[config.mk]
export PLATFORM = sky130hd
export DESIGN_NAME = uart_word_loader
export DESIGN_NICKNAME = d
export VERILOG_FILES = /design/src/rtl/uart_word_loader.sv
export SDC_FILE = /design/constraint.sdc
export NUM_CORES = 1
export LEC_CHECK = 0
export ABC_AREA = 1
export BUFFER_PORTS_ARGS = -buffer_cell sky130_fd_sc_hd__buf_2
export CORE_AREA = 2 2 126 116
export DETAILED_ROUTE_END_ITERATION = 10
export DIE_AREA = 0 0 128 118
export PLACE_DENSITY = 0.67
export SYNTH_ARGS = -nofsm -noshare
export SYNTH_HDL_FRONTEND = slang
export SYNTH_SLANG_ARGS = --single-unit
[constraint.sdc]
create_clock -name clock -period 2.5 [get_ports clock]
set_clock_uncertainty 0.05 [all_clocks]
set_input_delay 0.5 -clock clock [delete_from_list [all_inputs] [get_ports clock]]
set_output_delay 0.5 -clock clock [all_outputs]
set_load 0.05 [all_outputs]
[src/rtl/uart_word_loader.sv]
// Frames the UART byte stream into 32-bit little-endian words and drives the
// upg_* programming write port of the instruction or data memory.
module uart_word_loader #(
   parameter int ADDR_WIDTH     = 14,
   parameter int TIMEOUT_CYCLES = 1000000
) (
   input  logic                  clock,
   input  logic                  reset,
   input  logic                  start,
   input  logic                  rx_valid,
   input  logic [7:0]            rx_byte,
   output logic                  upg_wen_o,
   output logic [ADDR_WIDTH-1:0] upg_adr_o,
   output logic [31:0]           upg_dat_o,
   output logic                  upg_imem_sel_o,
   output logic                  upg_done_o,
   output logic                  upg_err_o,
   output logic                  busy_o
);

   localparam int WIDX_W = ADDR_WIDTH + 1;
   localparam int TMO_W  = (TIMEOUT_CYCLES > 1) ? $clog2(TIMEOUT_CYCLES) : 1;
   localparam logic [TMO_W-1:0] TMO_LAST  = TMO_W'(TIMEOUT_CYCLES - 1);
   localparam logic [31:0]      MAX_WORDS = 32'(2 ** ADDR_WIDTH);

   typedef enum logic [2:0] {
      S_IDLE   = 3'd0,
      S_TARGET = 3'd1,
      S_LEN0   = 3'd2,
      S_LEN1   = 3'd3,
      S_DATA   = 3'd4,
      S_DONE   = 3'd5,
      S_ERROR  = 3'd6
   } state_t;

   state_t                  state_q;
   logic [15:0]             count_q;
   logic [WIDX_W-1:0]       widx_q;
   logic [1:0]              bidx_q;
   logic [23:0]             asm_q;
   logic [TMO_W-1:0]        tmo_q;
   logic                    wen_q;
   logic [ADDR_WIDTH-1:0]   adr_q;
   logic [31:0]             dat_q;
   logic                    imem_q;
   logic                    done_q;
   logic                    err_q;
   logic                    busy_q;

   logic [15:0]             count_d;
   logic [WIDX_W-1:0]       widx_d;
   logic [31:0]             word_d;
   logic [23:0]             asm_d;
   logic                    tmo_hit_s;
   logic                    len_zero_s;
   logic                    len_over_s;
   logic                    last_word_s;

   // Next-value helpers for the length header, byte assembly and end-of-session detection
   always_comb begin
      count_d     = {rx_byte, count_q[7:0]};
      widx_d      = widx_q + {{(WIDX_W-1){1'b0}}, 1'b1};
      word_d      = {rx_byte, asm_q};
      tmo_hit_s   = (tmo_q == TMO_LAST);
      len_zero_s  = (count_d == 16'd0);
      len_over_s  = ({16'd0, count_d} > MAX_WORDS);
      last_word_s = (32'(widx_d) == {16'd0, count_q});
      case (bidx_q)
         2'd0:    asm_d = {asm_q[23:8], rx_byte};
         2'd1:    asm_d = {asm_q[23:16], rx_byte, asm_q[7:0]};
         2'd2:    asm_d = {rx_byte, asm_q[15:0]};
         default: asm_d = asm_q;
      endcase
   end

   // Session FSM with all outputs registered
   always_ff @(posedge clock) begin
      if (reset) begin
         state_q <= S_IDLE;
         count_q <= 16'd0;
         widx_q  <= '0;
         bidx_q  <= 2'd0;
         asm_q   <= 24'd0;
         tmo_q   <= '0;
         wen_q   <= 1'b0;
         adr_q   <= '0;
         dat_q   <= 32'd0;
         imem_q  <= 1'b0;
         done_q  <= 1'b0;
         err_q   <= 1'b0;
         busy_q  <= 1'b0;
      end else begin
         wen_q <= 1'b0;
         case (state_q)
            S_IDLE, S_DONE, S_ERROR: begin
               if (start) begin
                  state_q <= S_TARGET;
                  busy_q  <= 1'b1;
                  done_q  <= 1'b0;
                  err_q   <= 1'b0;
                  tmo_q   <= '0;
               end else if (state_q == S_DONE) begin
                  done_q <= 1'b1;
               end else begin
                  done_q <= 1'b0;
               end
            end
            S_TARGET: begin
               if (rx_valid) begin
                  tmo_q <= '0;
                  if (rx_byte == 8'h00 || rx_byte == 8'h01) begin
                     imem_q  <= rx_byte[0];
                     state_q <= S_LEN0;
                  end else begin
                     state_q <= S_ERROR;
                     err_q   <= 1'b1;
                     busy_q  <= 1'b0;
                  end
               end else if (tmo_hit_s) begin
                  state_q <= S_ERROR;
                  err_q   <= 1'b1;
                  busy_q  <= 1'b0;
               end else begin
                  tmo_q <= tmo_q + 1'b1;
               end
            end
            S_LEN0: begin
               if (rx_valid) begin
                  tmo_q         <= '0;
                  count_q[7:0]  <= rx_byte;
                  state_q       <= S_LEN1;
               end else if (tmo_hit_s) begin
                  state_q <= S_ERROR;
                  err_q   <= 1'b1;
                  busy_q  <= 1'b0;
               end else begin
                  tmo_q <= tmo_q + 1'b1;
               end
            end
            S_LEN1: begin
               if (rx_valid) begin
                  tmo_q   <= '0;
                  count_q <= count_d;
                  if (len_zero_s) begin
                     state_q <= S_DONE;
                     busy_q  <= 1'b0;
                  end else if (len_over_s) begin
                     state_q <= S_ERROR;
                     err_q   <= 1'b1;
                     busy_q  <= 1'b0;
                  end else begin
                     state_q <= S_DATA;
                     widx_q  <= '0;
                     bidx_q  <= 2'd0;
                  end
               end else if (tmo_hit_s) begin
                  state_q <= S_ERROR;
                  err_q   <= 1'b1;
                  busy_q  <= 1'b0;
               end else begin
                  tmo_q <= tmo_q + 1'b1;
               end
            end
            S_DATA: begin
               if (rx_valid) begin
                  tmo_q <= '0;
                  // Fourth byte completes the word: write it the next cycle straight from the byte lane
                  if (bidx_q == 2'd3) begin
                     wen_q  <= 1'b1;
                     adr_q  <= widx_q[ADDR_WIDTH-1:0];
                     dat_q  <= word_d;
                     widx_q <= widx_d;
                     bidx_q <= 2'd0;
                     if (last_word_s) begin
                        state_q <= S_DONE;
                        busy_q  <= 1'b0;
                     end else begin
                        state_q <= S_DATA;
                     end
                  end else begin
                     asm_q  <= asm_d;
                     bidx_q <= bidx_q + 2'd1;
                  end
               end else if (tmo_hit_s) begin
                  state_q <= S_ERROR;
                  err_q   <= 1'b1;
                  busy_q  <= 1'b0;
               end else begin
                  tmo_q <= tmo_q + 1'b1;
               end
            end
            default: begin
               state_q <= S_IDLE;
               busy_q  <= 1'b0;
            end
         endcase
      end
   end

   assign upg_wen_o      = wen_q;
   assign upg_adr_o      = adr_q;
   assign upg_dat_o      = dat_q;
   assign upg_imem_sel_o = imem_q;
   assign upg_done_o     = done_q;
   assign upg_err_o      = err_q;
   assign busy_o         = busy_q;

endmodule

After elaboration in Yosys (flattened, before gate mapping). Cells that the tools add are included.

Register bits: 131. Output and inout bits: 51. Logic and storage cells: 134.

Add/sub/neg operators: 3. $lt $le $gt $ge: 1. Eq/ne operators: 27. Mux-type cells: 55. Bitwise gates (word level): 7. Reduce and logical (&&, ||, !) cells: 25.

Operator list (number): $mux 15 (5); $pmux 24 s3 (1); $mux 20 (3); $pmux 20 s2 (1); $reduce_and 6->1 (6); $pmux 15 s2 (1); $mux 3 (8); $mux 1 (23); $add 20x1->20 const B (1); $eq 20x20->1 const B (1); $ne 3x3->1 const B (6); $eq 15x16->1 (1); $gt 16x15->1 const B (1); $logic_not 16->1 (1); $ne 2x2->1 const B (8); $pmux 8 s2 (1); $add 15x1->15 const B (1); $pmux 3 s5 (1); $mux 2 (7); $reduce_and 3->1 (4); $eq 3x3->1 const B (3); $eq 8x1->1 const B (1); $logic_not 8->1 (1); $mux 8 (1); other kinds (20) (31).

Longest topological paths before layout. Gate-level depths: netlist of the first run.

Depth in word-level cells: 6. Gate-level depth with buffers: 19. Depth with buffers taken out: 19.

Least setup slack after synthesis of the first run. OpenSTA, ideal clock, no wires.

Path kind: input-to-reg. Start point: input rx_valid. End point: register adr_q[1] (netlist: upg_adr_o[1]). Library setup time: 0.132 ns. Arrival: 1.736 ns. Data required time: 2.318 ns. Path slack: 0.581 ns. Cell stages on the path: 9. Path buffers: 4. Cell sequence: buf_2 -> clkinv_1 -> nor2_1 -> buf_2 -> nand2_1 -> buf_2 -> buf_1 -> nand2_1 -> a21oi_1.

Word-level cells in the longest chain between the ends: 1.

Ends and longest elaborated chain: start: declaration (RTL line 10) `input logic rx_valid,`; $reduce_and 3->1 (no line); end signal: assignment (RTL line 170) `adr_q <= widx_q[ADDR_WIDTH-1:0];`; end: declaration (RTL line 43) `logic [ADDR_WIDTH-1:0] adr_q;`.

Every way passes these cells. A chain may end at the register's enable or synchronous reset.

Final worst setup path of the first run.
Start point: register widx_q[1]. End point: register state_q[0].

Word-level cells in the longest chain between the ends: 6.

Ends and longest elaborated chain: start: declaration (RTL line 38) `logic [WIDX_W-1:0] widx_q;`; start signal: assignment (RTL line 172) `widx_q <= widx_d;`; $add 15x1->15 (RTL line 62) `widx_d = widx_q + {{(WIDX_W-1){1'b0}}, 1'b1};`; $eq 15x16->1 (RTL line 67) `last_word_s = (32'(widx_d) == {16'd0, count_q});`; $mux 1 (RTL line 174) `if (last_word_s) begin`; $mux 3 (RTL line 168) `if (bidx_q == 2'd3) begin`; $mux 3 (RTL line 165) `if (rx_valid) begin`; $pmux 3 s5 (RTL line 94) `case (state_q)`; end signal: assignment (RTL line 97) `state_q <= S_TARGET;`; end signal: assignment (RTL line 175) `state_q <= S_DONE;`; end signal: assignment (RTL line 178) `state_q <= S_DATA;`; end: declaration (RTL line 36) `state_t state_q;`.

Every way passes these cells. The select of a mux whose other input is x is not followed.

==> flow_metrics.env, run 1 <==
export IMPL_outcome="completed"
export IMPL_antennaDiodeCount=0
export IMPL_yosysUniqueCellTypes=44
export IMPL_grt_max_degree=60
export IMPL_synth_cells=871
export IMPL_grt_pass1_vias=5448
export IMPL_crit_family="simple AND/OR/NAND/NOR gates"
export IMPL_start_kind="flip-flop"
export IMPL_routed_via_count=5906
export IMPL_setup_tns_final_ns=0
export IMPL_r2r_slack_ns=0.33
export IMPL_maxCapViolations=0
export IMPL_worstSetupPathType="reg2reg"
export IMPL_crit_chain="ha_2, nand2_2, nor2_4, nand3_1, nand3_1, nand2_1, nor2_1, nand3_1, nor2_1, nand2_1, nand2_1, nand2_1, nand2_1, nand2_1, nand2_1, nand2_1, a21oi_1"
export IMPL_firstDrtPassIters=8
export IMPL_min_period_over_period=0.867
export IMPL_ant_nets=0
export IMPL_drt_initial_drc_count=496
export IMPL_fmax_ghz=0.462
export IMPL_peakVddDrop_v=0.000528
export IMPL_routed_wirelength_mm=15.9
export IMPL_syn_area_mm2=0.00625
export IMPL_area_growth_pct=17.6
export IMPL_setup_violations_final=0
export IMPL_antenna_found_initial=0
export IMPL_drc=0
export IMPL_clk_pin_slew_worst_paths_ns=0.06
export IMPL_wl_per_cell_um=14.3
export IMPL_overflow=0
export IMPL_setup_ws_ns=0.333
export IMPL_synth_edf_count=0
export IMPL_max_stage_delay_ns=0.41
export IMPL_cts_sinks=131
export IMPL_io_pin_count=63
export IMPL_die_y_um=118
export IMPL_dieWidth_um=128
export IMPL_post_cts_resized=0
export IMPL_place_hpwl_mm=11.2
export IMPL_yosys_top_cells_count="nand2_1 (190), dfxtp_1 (131), a21oi_1 (116), nand3_1 (88), inv_1 (77)"
export IMPL_row_count=41
export IMPL_ys_seq_elements=131
export IMPL_crit_path_max_fanout=8
export IMPL_tightest_slew_ns=0.623
export IMPL_final_min_clock_period_ns=2.17
export IMPL_cp_required_ns=2.80
export IMPL_cp_arrival_ns=2.46
export IMPL_crit_path_end_kind="flip-flop"
export IMPL_num_nets_final=951
export IMPL_hold_path_class="in2reg"
export IMPL_final_layout_size_suffix_gt1_frac=0.179
export IMPL_groute_usage_overall=0.217
export IMPL_yosysSeqAreaShare=0.419
export IMPL_core_mm2=0.0137
export IMPL_cts_hold_buf=0
export IMPL_drt_vias_per_instance=5.29
export IMPL_cp_slowest_cell="dfxtp_1"
export IMPL_post_cts_buffers=0
export IMPL_rsz0062_at_grt="false"
export IMPL_synth_ff_type="dfxtp_1"
export IMPL_slew_violations=0
export IMPL_cpMostUsedCell="nand2_1"
export IMPL_final_hold_viol_count=0
export IMPL_cts_tree="built"
export IMPL_relSlewSlack=0.584
export IMPL_numCtsBuffers=17
export IMPL_syn_num_nets=890
export IMPL_async_reset_ff_frac=0
export IMPL_gp_congestion=0.917
export IMPL_clk_latency_ns=0.42
export IMPL_grt_pass1_wl_mm=26.5
export IMPL_synthTopCellsByArea="dfxtp_1 (42%), nand2_1 (11%), a21oi_1 (9.3%)"
export IMPL_synth_most_common_cell="nand2_1"
export IMPL_post_place_ws_ns=0.257
export IMPL_syn_avg_cell_area_um2=7.18
export IMPL_h_tree_depth=4
export IMPL_io_buffers=62
export IMPL_total_leakage_power_uw=0.00283
export IMPL_max_clock_path_buffers=2
export IMPL_cellPowerDensity_mw_per_mm2=805
export IMPL_ys_warn_count=0
export IMPL_die_area_mm2=0.0151
export IMPL_synth_top_cell_by_area="dfxtp_1"
export IMPL_yosysTopAreaCellShare=0.419
export IMPL_crit_buf_inv=0
export IMPL_initial_core_util=0.455
export IMPL_cts_root_buf="clkbuf_16"
[cell families after synthesis]
| kind of cell | share of synthesized area |
|---|---|
| simple gates | 0.326 |
| buf+inv | 0.0816 |
| compound gates | 0.146 |
| xor+xnor | 0.0128 |
| fa+ha+maj | 0.0140 |
| flops | 0.419 |
[stage by stage]
step / total power, uW / cells / hold slack, ns / cell area [um2] / util
detailed placement: 3580 / 1085 / 0.401 / 6790 / 0.494
CTS: 5960 / 1117 / 0.358 / 7350 / 0.535
floorplan: 3250 / 871 / 0.392 / 6250 / -
global route: 6220 / 1117 / 0.374 / 7350 / 0.535
global placement: 3580 / 1085 / 0.396 / 6790 / 0.494
finish: 5920 / 1117 / 0.372 / 7350 / 0.535
[path summary, 6_finish.rpt]
| kind | end | startpoint | cells after the start |
|---|---|---|---|
| max | state_q[0] | widx_q[1] | 17 |
| min | upg_dat_o[25] | rx_byte[1] | 3 |
| max reg2reg | state_q[0] | widx_q[1] | 17 |
| min reg2reg | upg_adr_o[12] | upg_adr_o[12] | 2 |
[flip-flops by register name (all words and copies together), names as in the netlist]
name	flops
tmo_q	20
widx_q	15
upg_done_o	1
upg_adr_o	14
asm_q	24
upg_dat_o	32
count_q	16
bidx_q	2
state_q	3
upg_imem_sel_o	1
upg_err_o	1
busy_o	1
upg_wen_o	1
[placed cells by master, fill, tap and decap left out, types with 2 or more instances in the layout]
cell type / netlist / final
a211oi_1: 9 / 9
a211oi_2: 3 / 3
a21oi_1: 116 / 116
a31oi_1: 6 / 6
buf_2: 5 / 62
buf_4: 0 / 21
clkbuf_1: 29 / 2
clkbuf_16: 0 / 17
clkinv_2: 1 / 3
clkinv_4: 1 / 4
clkinvlp_4: 0 / 3
dfxtp_1: 131 / 131
ha_1: 7 / 5
ha_2: 0 / 2
inv_1: 77 / 77
inv_2: 5 / 5
inv_6: 0 / 2
inv_8: 0 / 2
nand2_1: 190 / 190
nand2_2: 10 / 10
nand2_4: 4 / 4
nand3_1: 88 / 88
nand3b_1: 2 / 2
nand4_1: 26 / 26
nor2_1: 60 / 59
nor2_2: 11 / 11
nor2_4: 6 / 7
nor3_1: 17 / 17
nor3_2: 4 / 4
nor3b_1: 3 / 3
nor4_1: 5 / 5
o21ai_0: 26 / 26
o21ai_1: 3 / 3
xnor3_1: 2 / 2
xor2_1: 3 / 3
[routing by layer]
| metal | wire length [um] | vias up | share of wire | track usage |
|---|---|---|---|---|
| li1 | - | 3039 | - | - |
| met1 | 7840 | 2689 | 0.49 | 0.308 |
| met2 | 6940 | 160 | 0.44 | 0.321 |
| met3 | 905 | 18 | 0.057 | 0.0541 |
| met4 | 257 | 0 | 0.016 | 0.0694 |
| met5 | 0 | - | 0 | 0 |
[worst min-delay path, cell delays in order]
cell     delay (ns)
buf_2          0.14
nand3_1        0.09
a21oi_1        0.06
[final cells by class]
class,instances,area (um2)
Fill cell,1358,6390
Multi-Input combinational cell,612,3130
Sequential cell,131,2620
Timing Repair Buffer,84,488
Clock buffer,19,433
Inverter,86,332
Tap cell,172,215
Clock inverter,13,129
[report_power, final]
part	switching, uW	leakage [uW]	internal, uW
Combinational	906	0.00151	386
Sequential	81.3	0.00106	2180
Clock	988	0.000268	1390
Total	1980	0.00283	3950
Note: power is estimated with default switching activity, not from simulation.
==> run 2, diff against run 1 <==
- CELL_PAD_IN_SITES_DETAIL_PLACEMENT: default -> 1
- CELL_PAD_IN_SITES_GLOBAL_PLACEMENT: default -> 2
- CORE_AREA: 2 2 126 116 -> 2 2 146 134
- CTS_CLUSTER_DIAMETER: default -> 200
- DIE_AREA: 0 0 128 118 -> 0 0 148 136
- HOLD_SLACK_MARGIN: default -> 0.02
- PLACE_DENSITY: 0.67 -> 0.82
==> run 2 against run 1 <==
  * Utilization shrank 13 points
  * Via count grew 2.3%
  * Flip-flop and latch count is the same
  * Clock power grew 8%
  * Worst setup slack lost 0.047 ns
  * Register-to-register slack lost 0.05 ns
  * Critical path depth shrank 1
  * Sequential power is essentially flat
  * Sequential share of layout area shrank 0.94 points
  * Maximum frequency shrank 2.1%
  * Largest power group unchanged
  * Highest routed layer unchanged
==> flow_metrics.env, run 2 (synthesis gave the netlist of run 1 again) <==
export IMPL_maxCapViolations=0
export IMPL_crit_path_end_kind="flip-flop"
export IMPL_firstDrtPassIters=4
export IMPL_placed_cells=1169
export IMPL_grt_pass1_vias=5999
export IMPL_drt_initial_drc_count=404
export IMPL_overflow=0
export IMPL_row_count=48
export IMPL_die_area_mm2=0.0201
export IMPL_slew_violations=0
export IMPL_clk_latency_ns=0.43
export IMPL_drc=0
export IMPL_cellPowerDensity_mw_per_mm2=824
export IMPL_total_leakage_power_uw=0.00289
export IMPL_crit_chain="nand3_1, nor2_1, nand2_1, nand3_1, nand2_1, nor2_1, nand3_1, nor2_1, nand2_1, nand2_1, nand2_1, nand2_1, nand2_1, nand2_1, nand2_1, a21oi_1"
export IMPL_hold_slack_ns=0.354
export IMPL_setup_tns_final_ns=0
export IMPL_dieWidth_um=148
export IMPL_setup_ws_ns=0.287
export IMPL_io_buffers=62
export IMPL_gp_congestion=0.844
export IMPL_outcome="completed"
export IMPL_final_cell_mix="nand2_1 (189), dfxtp_1 (129), a21oi_1 (116), nand3_1 (88), inv_1 (77)"
export IMPL_initial_core_util=0.334
export IMPL_max_clock_path_buffers=2
export IMPL_rsz0062_at_grt="false"
export IMPL_numCtsBuffers=17
export IMPL_ant_nets=0
export IMPL_cts_sinks=131
export IMPL_io_pin_count=63
export IMPL_cp_required_ns=2.80
export IMPL_cp_arrival_ns=2.52
export IMPL_post_place_ws_ns=0.239
export IMPL_place_hpwl_mm=13.9
export IMPL_swShare=0.343
export IMPL_tightest_slew_ns=0.432
export IMPL_stdcell_count=1203
export IMPL_drt_vias_per_instance=5.02
export IMPL_clk_pin_slew_worst_paths_ns=0.06
export IMPL_pwr_share_clk=0.413
export IMPL_cts_hold_buf=0
export IMPL_pwr_share_seq=0.363
export IMPL_cp_slowest_cell="dfxtp_1"
export IMPL_filler_cell_count=2375
export IMPL_grt_pass1_wl_mm=31.7
export IMPL_fmax_ghz=0.452
export IMPL_antenna_found_initial=0
export IMPL_largest_reg_flops=32
export IMPL_peakVddDrop_v=0.000434
export IMPL_power_share_combinational=0.224
export IMPL_worstSetupPathType="reg2reg"
export IMPL_fin_total_pwr_uw=6230
export IMPL_final_hold_viol_count=0
export IMPL_num_nets_final=958
export IMPL_final_min_clock_period_ns=2.21
export IMPL_cts_tree="built"
export IMPL_mostFrequentLayoutCell="nand2_1"
export IMPL_cts_root_buf="clkbuf_16"
export IMPL_die_y_um=136
export IMPL_power_switching_uw=2140
export IMPL_hold_path_class="in2reg"
export IMPL_final_layout_size_suffix_gt1_frac=0.190
export IMPL_core_mm2=0.0187
export IMPL_routed_via_count=6039
export IMPL_cpMostUsedCell="nand2_1"
export IMPL_area_growth_pct=20.9
export IMPL_crit_path_max_fanout=7
export IMPL_h_tree_depth=4
export IMPL_groute_usage_overall=0.200
export IMPL_min_period_over_period=0.885
export IMPL_routed_wirelength_mm=19.6
export IMPL_p_int_uw=4090
export IMPL_setup_violations_final=0
export IMPL_max_stage_delay_ns=0.49
export IMPL_wl_per_cell_um=16.3
export IMPL_start_kind="flip-flop"
export IMPL_relSlewSlack=0.712
export IMPL_grt_max_degree=91
## run 2: power groups by stage
stage	registers, uW	clock network [uW]	logic (uW)
6_report	2260	2570	1400
5_1_grt	2280	2720	1550
3_3_place_gp	2310	0	1390
2_1_floorplan	2330	0	919
3_5_place_dp	2310	0	1400
4_1_cts	2260	2630	1410
## run 2: path summary, 6_finish.rpt
path / from / to / slack [ns] / cells after the start
setup / recovery: widx_q[2] / state_q[0] / 0.29 / 16
hold / removal: rx_byte[1] / upg_dat_o[25] / 0.35 / 3
setup reg to reg: widx_q[2] / state_q[0] / 0.29 / 16
hold reg to reg: upg_dat_o[11] / upg_dat_o[11] / 0.41 / 2
## run 2: what timing repair did
item | in CTS | in global routing
hold endpoints to repair | 0 | 0
endpoints found under the setup margin | 0 | 2
buffers inserted | 0 | 1
gates resized for setup | 0 | 4
## run 2: metal layers
layer / vias up / track usage / wire [um]
li1: 3046 / - / -
met1: 2881 / 0.274 / 9640
met2: 101 / 0.320 / 8930
met3: 11 / 0.0436 / 807
met4: 0 / 0.0566 / 175
met5: - / 0 / 0
## run 2: layout make-up
type	count	area, um2	share of cell area
diodes	1	2.50	0.000331
clock buffers	18	429	0.0568
clock inverters	14	166	0.0220
inverters	86	332	0.0439
multi-input cells	612	3140	0.415
flip-flops and latches	131	2630	0.347
well taps	250	313	0.0414
repair buffers	91	553	0.0732
## run 2: per-stage QoR
step / instance area [um2] / utilization
detailed placement: 6950 / 0.371
global placement: 6950 / 0.371
global route: 7560 / 0.403
CTS: 7540 / 0.403
finish: 7560 / 0.403
floorplan: 6250 / -
## run 2: critical path: cells and delay by family (launching register included)
family | cells | cell delay, ns
and+or+nand+nor | 15 | 1.48
AOI/OAI and AO/OA | 1 | 0.11
DFF | 1 | 0.49
